==> src/rtl/dense_pkg.sv <==
`default_nettype none
// +--------------------------------------------------------------------------+
// | dense_pkg                                                                |
// | Shared field-width defaults and bundle-width helper for the dense pipe.  |
// | Revision: 1.0                                                            |
// +--------------------------------------------------------------------------+
package dense_pkg;

  localparam int COST_TYPE_SIZE  = 8;
  localparam int DENSE_TYPE_SIZE = 4;
  localparam int ACT_TYPE_SIZE   = 4;
  localparam int INDEX_SIZE      = 32;

  // Bundle order, MSB first: act_type, backprop_cost, cost_type, is_update,
  // predict_value, w_layer_index, w_row_index, dense_type, x, w.
  function automatic int bundle_width(input int size, input int data_size,
                                      input int cost_w, input int dense_w,
                                      input int act_w);
    return act_w + data_size + cost_w + 1 + data_size * size
         + 2 * INDEX_SIZE + dense_w + 2 * data_size * size;
  endfunction

endpackage
`default_nettype wire

==> src/rtl/dense_pipe_stage.sv <==
`default_nettype none
// +--------------------------------------------------------------------------+
// | dense_pipe_stage                                                         |
// | One elastic stage: valid bit, payload register and ready logic.          |
// | Revision: 1.0                                                            |
// +--------------------------------------------------------------------------+
module dense_pipe_stage #(
  parameter int WIDTH = 8
) (
  input  logic             clk,
  input  logic             rst_n,
  input  logic             flush,
  input  logic             up_valid,
  output logic             up_ready,
  input  logic [WIDTH-1:0] up_data,
  input  logic             down_ready,
  output logic             valid,
  output logic [WIDTH-1:0] data
);

  logic             r_valid;
  logic [WIDTH-1:0] r_data;
  logic             w_load;

  // An empty stage always accepts, so bubbles close even under backpressure.
  assign up_ready = !r_valid || down_ready;
  assign w_load   = up_valid && up_ready;

  always_ff @(posedge clk or negedge rst_n) begin
    if (!rst_n) begin
      r_valid <= 1'b0;
      r_data  <= '0;
    end else begin
      if (flush)
        r_valid <= 1'b0;
      else if (w_load)
        r_valid <= 1'b1;
      else if (down_ready)
        r_valid <= 1'b0;
      if (w_load)
        r_data <= up_data;
    end
  end

  assign valid = r_valid;
  assign data  = r_data;

endmodule
`default_nettype wire

==> src/rtl/dense_layer_pipe_reg.sv <==
`default_nettype none
// +--------------------------------------------------------------------------+
// | dense_layer_pipe_reg                                                     |
// | Elastic valid/ready pipeline carrying the dense-layer field bundle.      |
// | Optional macro DENSE_PIPE_PERF_EN adds the stall_count output.           |
// | Revision: 1.0                                                            |
// +--------------------------------------------------------------------------+
module dense_layer_pipe_reg
  import dense_pkg::*;
#(
  parameter int size            = 3,
  parameter int data_size       = 16,
  parameter int cost_type_size  = COST_TYPE_SIZE,
  parameter int dense_type_size = DENSE_TYPE_SIZE,
  parameter int act_type_size   = ACT_TYPE_SIZE,
  parameter int depth           = 2
) (
  input  logic                          clk,
  input  logic                          rst_n,
  input  logic [act_type_size-1:0]      act_type,
  input  logic [data_size-1:0]          backprop_cost,
  input  logic [cost_type_size-1:0]     cost_type,
  input  logic                          is_update,
  input  logic [data_size*size-1:0]     predict_value,
  input  logic [31:0]                   w_layer_index,
  input  logic [31:0]                   w_row_index,
  input  logic [dense_type_size-1:0]    dense_type,
  input  logic [data_size*size-1:0]     x,
  input  logic [data_size*size-1:0]     w,
  output logic [act_type_size-1:0]      act_type_out,
  output logic [data_size-1:0]          backprop_cost_out,
  output logic [cost_type_size-1:0]     cost_type_out,
  output logic                          is_update_out,
  output logic [data_size*size-1:0]     predict_value_out,
  output logic [31:0]                   w_layer_index_out,
  output logic [31:0]                   w_row_index_out,
  output logic [dense_type_size-1:0]    dense_type_out,
  output logic [data_size*size-1:0]     x_out,
  output logic [data_size*size-1:0]     w_out,
  input  logic                          in_valid,
  output logic                          in_ready,
  output logic                          out_valid,
  input  logic                          out_ready,
  input  logic                          flush,
  output logic [$clog2(depth+1)-1:0]    occupancy
`ifdef DENSE_PIPE_PERF_EN
  ,
  output logic [31:0]                   stall_count
`endif
);

  localparam int BW    = bundle_width(size, data_size, cost_type_size,
                                      dense_type_size, act_type_size);
  localparam int OCC_W = $clog2(depth + 1);

  // Index 0 is the upstream interface, index depth the downstream one.
  logic [depth:0]  w_vchain;
  logic [depth:0]  w_rchain;
  logic [BW-1:0]   w_dchain [0:depth];
  logic [OCC_W-1:0] w_occupancy;

  assign w_vchain[0] = in_valid;
  assign w_dchain[0] = {act_type, backprop_cost, cost_type, is_update,
                        predict_value, w_layer_index, w_row_index,
                        dense_type, x, w};
  assign w_rchain[depth] = out_ready;

  for (genvar k = 0; k < depth; k++) begin : g_stage
    dense_pipe_stage #(
      .WIDTH(BW)
    ) u_stage (
      .clk        (clk),
      .rst_n      (rst_n),
      .flush      (flush),
      .up_valid   (w_vchain[k]),
      .up_ready   (w_rchain[k]),
      .up_data    (w_dchain[k]),
      .down_ready (w_rchain[k+1]),
      .valid      (w_vchain[k+1]),
      .data       (w_dchain[k+1])
    );
  end

  assign in_ready  = w_rchain[0];
  assign out_valid = w_vchain[depth];
  assign {act_type_out, backprop_cost_out, cost_type_out, is_update_out,
          predict_value_out, w_layer_index_out, w_row_index_out,
          dense_type_out, x_out, w_out} = w_dchain[depth];

  // Population count of the stage valid flops.
  always_comb begin
    w_occupancy = '0;
    for (int i = 1; i <= depth; i++)
      w_occupancy = w_occupancy + OCC_W'(w_vchain[i]);
  end

  assign occupancy = w_occupancy;

`ifdef DENSE_PIPE_PERF_EN
  logic [31:0] r_stall_count;

  always_ff @(posedge clk or negedge rst_n) begin
    if (!rst_n)
      r_stall_count <= '0;
    else if (flush)
      r_stall_count <= '0;
    else if (out_valid && !out_ready && (r_stall_count != '1))
      r_stall_count <= r_stall_count + 32'd1;
  end

  assign stall_count = r_stall_count;
`endif

endmodule
`default_nettype wire

==> config.mk <==
export PLATFORM = sky130hd
export DESIGN_NAME = dense_layer_pipe_reg
export DESIGN_NICKNAME = d
export VERILOG_FILES = /design/src/rtl/dense_pkg.sv /design/src/rtl/dense_pipe_stage.sv /design/src/rtl/dense_layer_pipe_reg.sv
export SDC_FILE = /design/constraint.sdc
export NUM_CORES = 1
export LEC_CHECK = 0
export ABC_AREA = 0
export BUFFER_PORTS_ARGS = -buffer_cell sky130_fd_sc_hd__buf_4
export CORE_MARGIN = 2
export CORE_UTILIZATION = 45
export CTS_CLUSTER_DIAMETER = 120
export DETAILED_ROUTE_END_ITERATION = 8
export PLACE_DENSITY = 0.73
export SLEW_MARGIN = 40
export SYNTH_ARGS = -nofsm -noshare
export SYNTH_HDL_FRONTEND = slang
export SYNTH_SLANG_ARGS = --single-unit
==> constraint.sdc <==
create_clock -name clk -period 1.3 [get_ports clk]
set_input_delay 0.13 -clock clk [delete_from_list [all_inputs] [get_ports clk]]
set_output_delay 0.13 -clock clk [all_outputs]
set_load 0.05 [all_outputs]
==> Word level (Yosys, flattened, before mapping) <==
Index checks and enable logic that the tools add are counted.
{ "op_classes": {"n_mux": 6, "addsub": 1, "n_reduce_logical": 8} }
{ "ops": {"columns": ["op", "n"], "rows": [
  ["$mux W1", 6],
  ["$reduce_bool A3 Y1", 2],
  ["$add A1 B1 Y2", 1],
  ["$logic_and A1 B1 Y1", 2],
  ["$logic_not A1 Y1", 2],
  ["$logic_or A1 B1 Y1", 2]
]} }
{ "totals": {"out_inout_bits": 245, "in_bits": 246, "regBits": 484} }

==> Longest topological paths before layout <==
{ "depth": {"word_depth": 6, "ltp_mapped": 5, "ltp_nobuf": 3} }

==> Modules after synthesis <==
Synthesis repeated with hierarchy kept, for this count alone.
{ "hier_totals": {"cells_unflattened": 1027, "hier_area_um2": 19558.8} }
{ "by_module_without_submodules": {"columns": ["module", "instances", "cells_each", "seq_area_each_um2", "area_each_um2"], "rows": [
  ["dense_pipe_stage", 2, 513, 6055.8, 9773.1],
  ["dense_layer_pipe_reg", 1, 1, 0.0, 12.5]
]} }

==> Worst setup path after synthesis <==
No wires, ideal clock.
{ "synth_path": {"kind": "flip-flop to flip-flop", "startpoint": "register g_stage[1].u_stage.r_valid", "endpoint": "register g_stage[0].u_stage.r_data[100]", "arrival_time_ns": 2.164, "setup_ns": 0.127, "n_path_buf": 2, "stages_incl_launch_ff": 6, "path_slack_ns": -0.992, "cell_sequence": "dfrtp_1 -> nand3b_1 -> nand2_2 -> buf_6 -> buf_6 -> mux2_1"} }
{ "synth_via": {"elab_chain_cells": 4} }
{ "synth_rtl": {"columns": ["element", "line", "rtl"], "rows": [
  ["start, declared", "dense_pipe_stage.sv:21", "logic r_valid;"],
  ["start signal, assigned", "dense_pipe_stage.sv:31", "r_valid <= 1'b0;"],
  ["start signal, assigned", "dense_pipe_stage.sv:35", "r_valid <= 1'b0;"],
  ["start signal, assigned", "dense_pipe_stage.sv:37", "r_valid <= 1'b1;"],
  ["$logic_not A1 Y1", "dense_pipe_stage.sv:26", "assign up_ready = !r_valid || down_ready;"],
  ["$logic_or A1 B1 Y1 (2 in series)", "dense_pipe_stage.sv:26", null],
  ["named net in_ready", "dense_layer_pipe_reg.sv:41", "output logic in_ready,"],
  ["$logic_and A1 B1 Y1", "dense_pipe_stage.sv:27", "assign w_load = up_valid && up_ready;"],
  ["end signal, assigned", "dense_pipe_stage.sv:41", "r_data <= up_data;"],
  ["end, declared", "dense_pipe_stage.sv:22", "logic [WIDTH-1:0] r_data;"]
]} }
The timed path passes the listed nets, and every way through them passes these cells.
A chain may end at the register's enable or synchronous reset.

==> Worst setup path in the final report <==
{ "layout_path": {"startpoint": "register g_stage[1].u_stage.r_valid", "endpoint": "register g_stage[0].u_stage.r_data[106]"} }
{ "layout_via": {"elab_chain_cells": 4} }
{ "layout_rtl": {"columns": ["element", "line"], "rows": [
  ["$logic_not A1 Y1", "dense_pipe_stage.sv:26"],
  ["$logic_or A1 B1 Y1 (2 in series)", "dense_pipe_stage.sv:26"],
  ["$logic_and A1 B1 Y1", "dense_pipe_stage.sv:27"]
]} }
Every way passes these cells.

==> summary.txt <==
STA
  – Final setup fails: 570
  – Rel. slew slack: around 73%
  – RSZ-0062 raised after global routing: yes
  – Fmax achieved: between 500 and 600 MHz
  – Final Hold Fails: 0
  – Setup TNS: -156210 ps
  – Worst Tran Pin Value: 412 ps
  – Period utilization: 130%
  – Final slew viol count: 0
  – Final setup margin: -392 ps
  – Post-layout min period: around 1700 ps
  – Final Skew: about 14 ps

Run status
  – Failing checks: setup timing
  – Status: complete, but fails checks

Clock network
  – CTS Buf Count: 50
  – Root Buffer: clkbuf_16
  – Clock sinks: between 400 and 500
  – Clock slew at reported path FFs: 70 ps
  – Worst-skew pair later-pin latency: slightly below 600 ps
  – CTS tree: built
  – H-tree levels: 2
  – CTS Buffer Depth: 3

Setup path
  – Crit-path cells: nand3b_1 > buf_6 > nand2_8 > buf_12 > buf_16 > buf_8 > mux2_1
  – Cells on worst reg2reg path: 7
  – Cell family with most CP delay: buffers and inverters
  – Slowest CP cell: dfrtp_2
  – Critical Path Start Type: flop
  – Reg2reg end: g_stage[0].u_stage.data[106]
  – Crit path max fanout: 8
  – Slowest Stage Delay on Critical Path: roughly 400 ps
  – Worst EP required: 1760 ps
  – Reg2reg start: g_stage[1].u_stage.valid
  – Worst path depth: 7
  – Critical Path Sink Type: flop
  – CP startpoint: g_stage[1].u_stage.valid
  – Worst EP arrival: around 2200 ps
  – CP bufs+invs: 4
  – Crit path kind: flop to flop
  – Worst reg2reg setup slack: -390 ps
  – CP endpoint: g_stage[0].u_stage.data[106]

Hold path
  – Min-Delay Path Class: input port to flop

Route
  – Number of vias per cell: about 5.2
  – Starting DRT DRC Count: approximately 630
  – DRC viols: 0
  – Via count: between 10000 and 15000
  – Routed wire length: between 60000 and 70000 µm
  – DRT Pass-1 Iters: 4
  – DR WL/cell: roughly 26 µm
  – DRT antenna net count: 0

Finish
  – Final design instance area without fill: 30300 µm²
  – Share of layout cells above drive strength 1: approximately three fifths
  – Multi-input gate area: just over 7000 µm²
  – FILL cells: 2051
  – Final #Nets: 2151
  – Synth-to-layout area growth: 68.2%
  – Finished Layout Cells: approximately 2500
  – Register area: 12100 µm²

Synth
  – Post-Synthesis Cells: slightly above 1000
  – Post-synthesis cell type count: 12
  – Yosys warning count: 0
  – Synthesized area: around 18000 µm²
  – Part of the Yosys area used for sequential elements: approximately 67%
  – Seq cells post-synth: a little under 500
  – Syn nets: around 1300
  – Avg Inst Size Synth: between 15 and 20 µm²

Die
  – Io pins: a little under 500
  – FP Rows: 73
  – Die area: 41700 µm²
  – Initial core utilization: ~46%
  – Chip width: 204 µm
  – Core box area: 39600 µm²
  – Die Ht: 204 µm

Run
  – Max cap viols: 0

Placed design
  – Post-DP HPWL: about 31000 µm
  – Dpl cells: just over 2000
  – Post-place instance area: ~24000 µm²
  – IO buf count: slightly below 500
  – Final GP Congestion: just under 0.8

Global routing
  – Initial antenna violation count: 1
  – Vias in the first global route: ~15000
  – Largest net degree at the start of global routing: 74
  – Residual overflow from global routing: 0
  – Global-route wire length before repair: around 90000 µm
  – Tot GR Track Use: between 20% and 30%

Pwr
  – Cell Pwr Density: approximately 1700 nW/µm²
  – Worst vdd ir: approximately 1.3 mV
  – Leakage power: between 15 and 20 nW
==> synthesized netlist by cell type <==
cell type	instances	area [µm²]
mux2_2	274	3090
buf_2	11	55.1
nand3b_1	1	7.51
a21oi_1	2	10.0
nand2b_1	1	6.26
ha_1	1	12.5
nand2_2	2	12.5
buf_4	20	150
inv_1	2	7.51
mux2_1	208	2340
dfrtp_1	484	12100
buf_6	21	236
==> cell type report <==
class / count / area share, %
Multi-Input combinational cell: 489 / 23.3
Timing Repair Buffer: 877 / 28.8
Inverter: 2 / 0.0247
Clock buffer: 78 / 5.11
Sequential cell: 484 / 39.9
Tap cell: 525 / 2.17
Antenna cell: 1 / 0.00825
Clock inverter: 13 / 0.656
==> registers in the layout, summed over array words and instances, names as in the netlist <==
signal,cells
g_stage.u_stage.data,482
g_stage.u_stage.valid,2
==> worst min-delay path by stage <==
stage | start | to | depth (start not counted)
floorplan | rst_n | g_stage[0].u_stage.data[0] | 0
global placement | rst_n | g_stage[0].u_stage.data[154] | 1
detailed placement | rst_n | g_stage[0].u_stage.data[154] | 1
CTS | rst_n | g_stage[0].u_stage.data[154] | 2
global route | out_ready | g_stage[0].u_stage.valid | 4
finish | out_ready | g_stage[0].u_stage.valid | 4
==> worst min-delay path, delay by kind of cell <==
kind            cells  cell delay [ps]
buf+inv             2              250
simple gates        1              150
compound gates      1               70
==> where the power goes <==
part	internal (mW)	switching [mW]	leakage, nW
registers	17.6	1.83	5.68
logic	7.28	9.65	8.57
clock network	9.18	6.14	0.856
==> per-layer routing <==
metal / GRT usage (%) / share of wire [%] / up-vias
met5: 0 / 0 / -
met4: 12.0 / 4.4 / 0
met3: 6.94 / 6.9 / 167
met2: 48.3 / 51 / 544
met1: 33.4 / 37 / 6685
li1: - / - / 5396
==> kinds of logic (layout without fill, tap and decap cells) <==
family | Yosys count | after routing | share of synthesized area [%]
compound gates | 2 | 2 | 0.0555
fa+ha+maj | 1 | 1 | 0.0694
buf+inv | 54 | 970 | 2.49
flops | 484 | 484 | 67.1
mux | 482 | 482 | 30.1
other cells | 0 | 1 | 0
simple gates | 4 | 4 | 0.146
==> per-stage QoR <==
stage	setup WS (ps)	hold slack, ps	total power [mW]	util (%)
floorplan	-772	-166	28.6	-
global placement	-287	39.2	33.4	59.4
detailed placement	-297	32.8	33.7	59.4
CTS	-375	24.6	50.7	75.2
global route	-440	59.9	53.1	76.5
finish	-392	64.7	51.7	76.5
==> placed cells by master (no fill, tap or decap), types with 2 or more instances in the layout <==
| cell type | netlist | layout |
|---|---|---|
| buf_4 | 20 | 524 |
| dfrtp_1 | 484 | 483 |
| mux2_4 | 0 | 415 |
| dlygate4sd3_1 | 0 | 244 |
| clkbuf_16 | 0 | 63 |
| mux2_2 | 274 | 59 |
| buf_16 | 0 | 36 |
| buf_12 | 0 | 35 |
| buf_8 | 0 | 15 |
| clkbuf_8 | 0 | 13 |
| clkbuf_1 | 0 | 12 |
| buf_6 | 21 | 11 |
| mux2_1 | 208 | 8 |
| clkinv_2 | 0 | 5 |
| bufinv_16 | 0 | 5 |
| nand2_8 | 0 | 2 |
| inv_1 | 2 | 2 |
| a21oi_1 | 2 | 2 |
| clkinvlp_4 | 0 | 2 |
| bufbuf_16 | 0 | 2 |
==> what timing repair did <==
| action | in CTS | in global routing |
|---|---|---|
| gates cloned | 31 | 11 |
| buffers inserted | 28 | 6 |
| setup endpoints to repair | 723 | 727 |
| endpoints found under the hold margin | 727 | 0 |
| gates resized for setup | 245 | 86 |
| hold buffers | 244 | 0 |
| pin swaps | 1 | 1 |
Power figures use the tool's default switching activity.
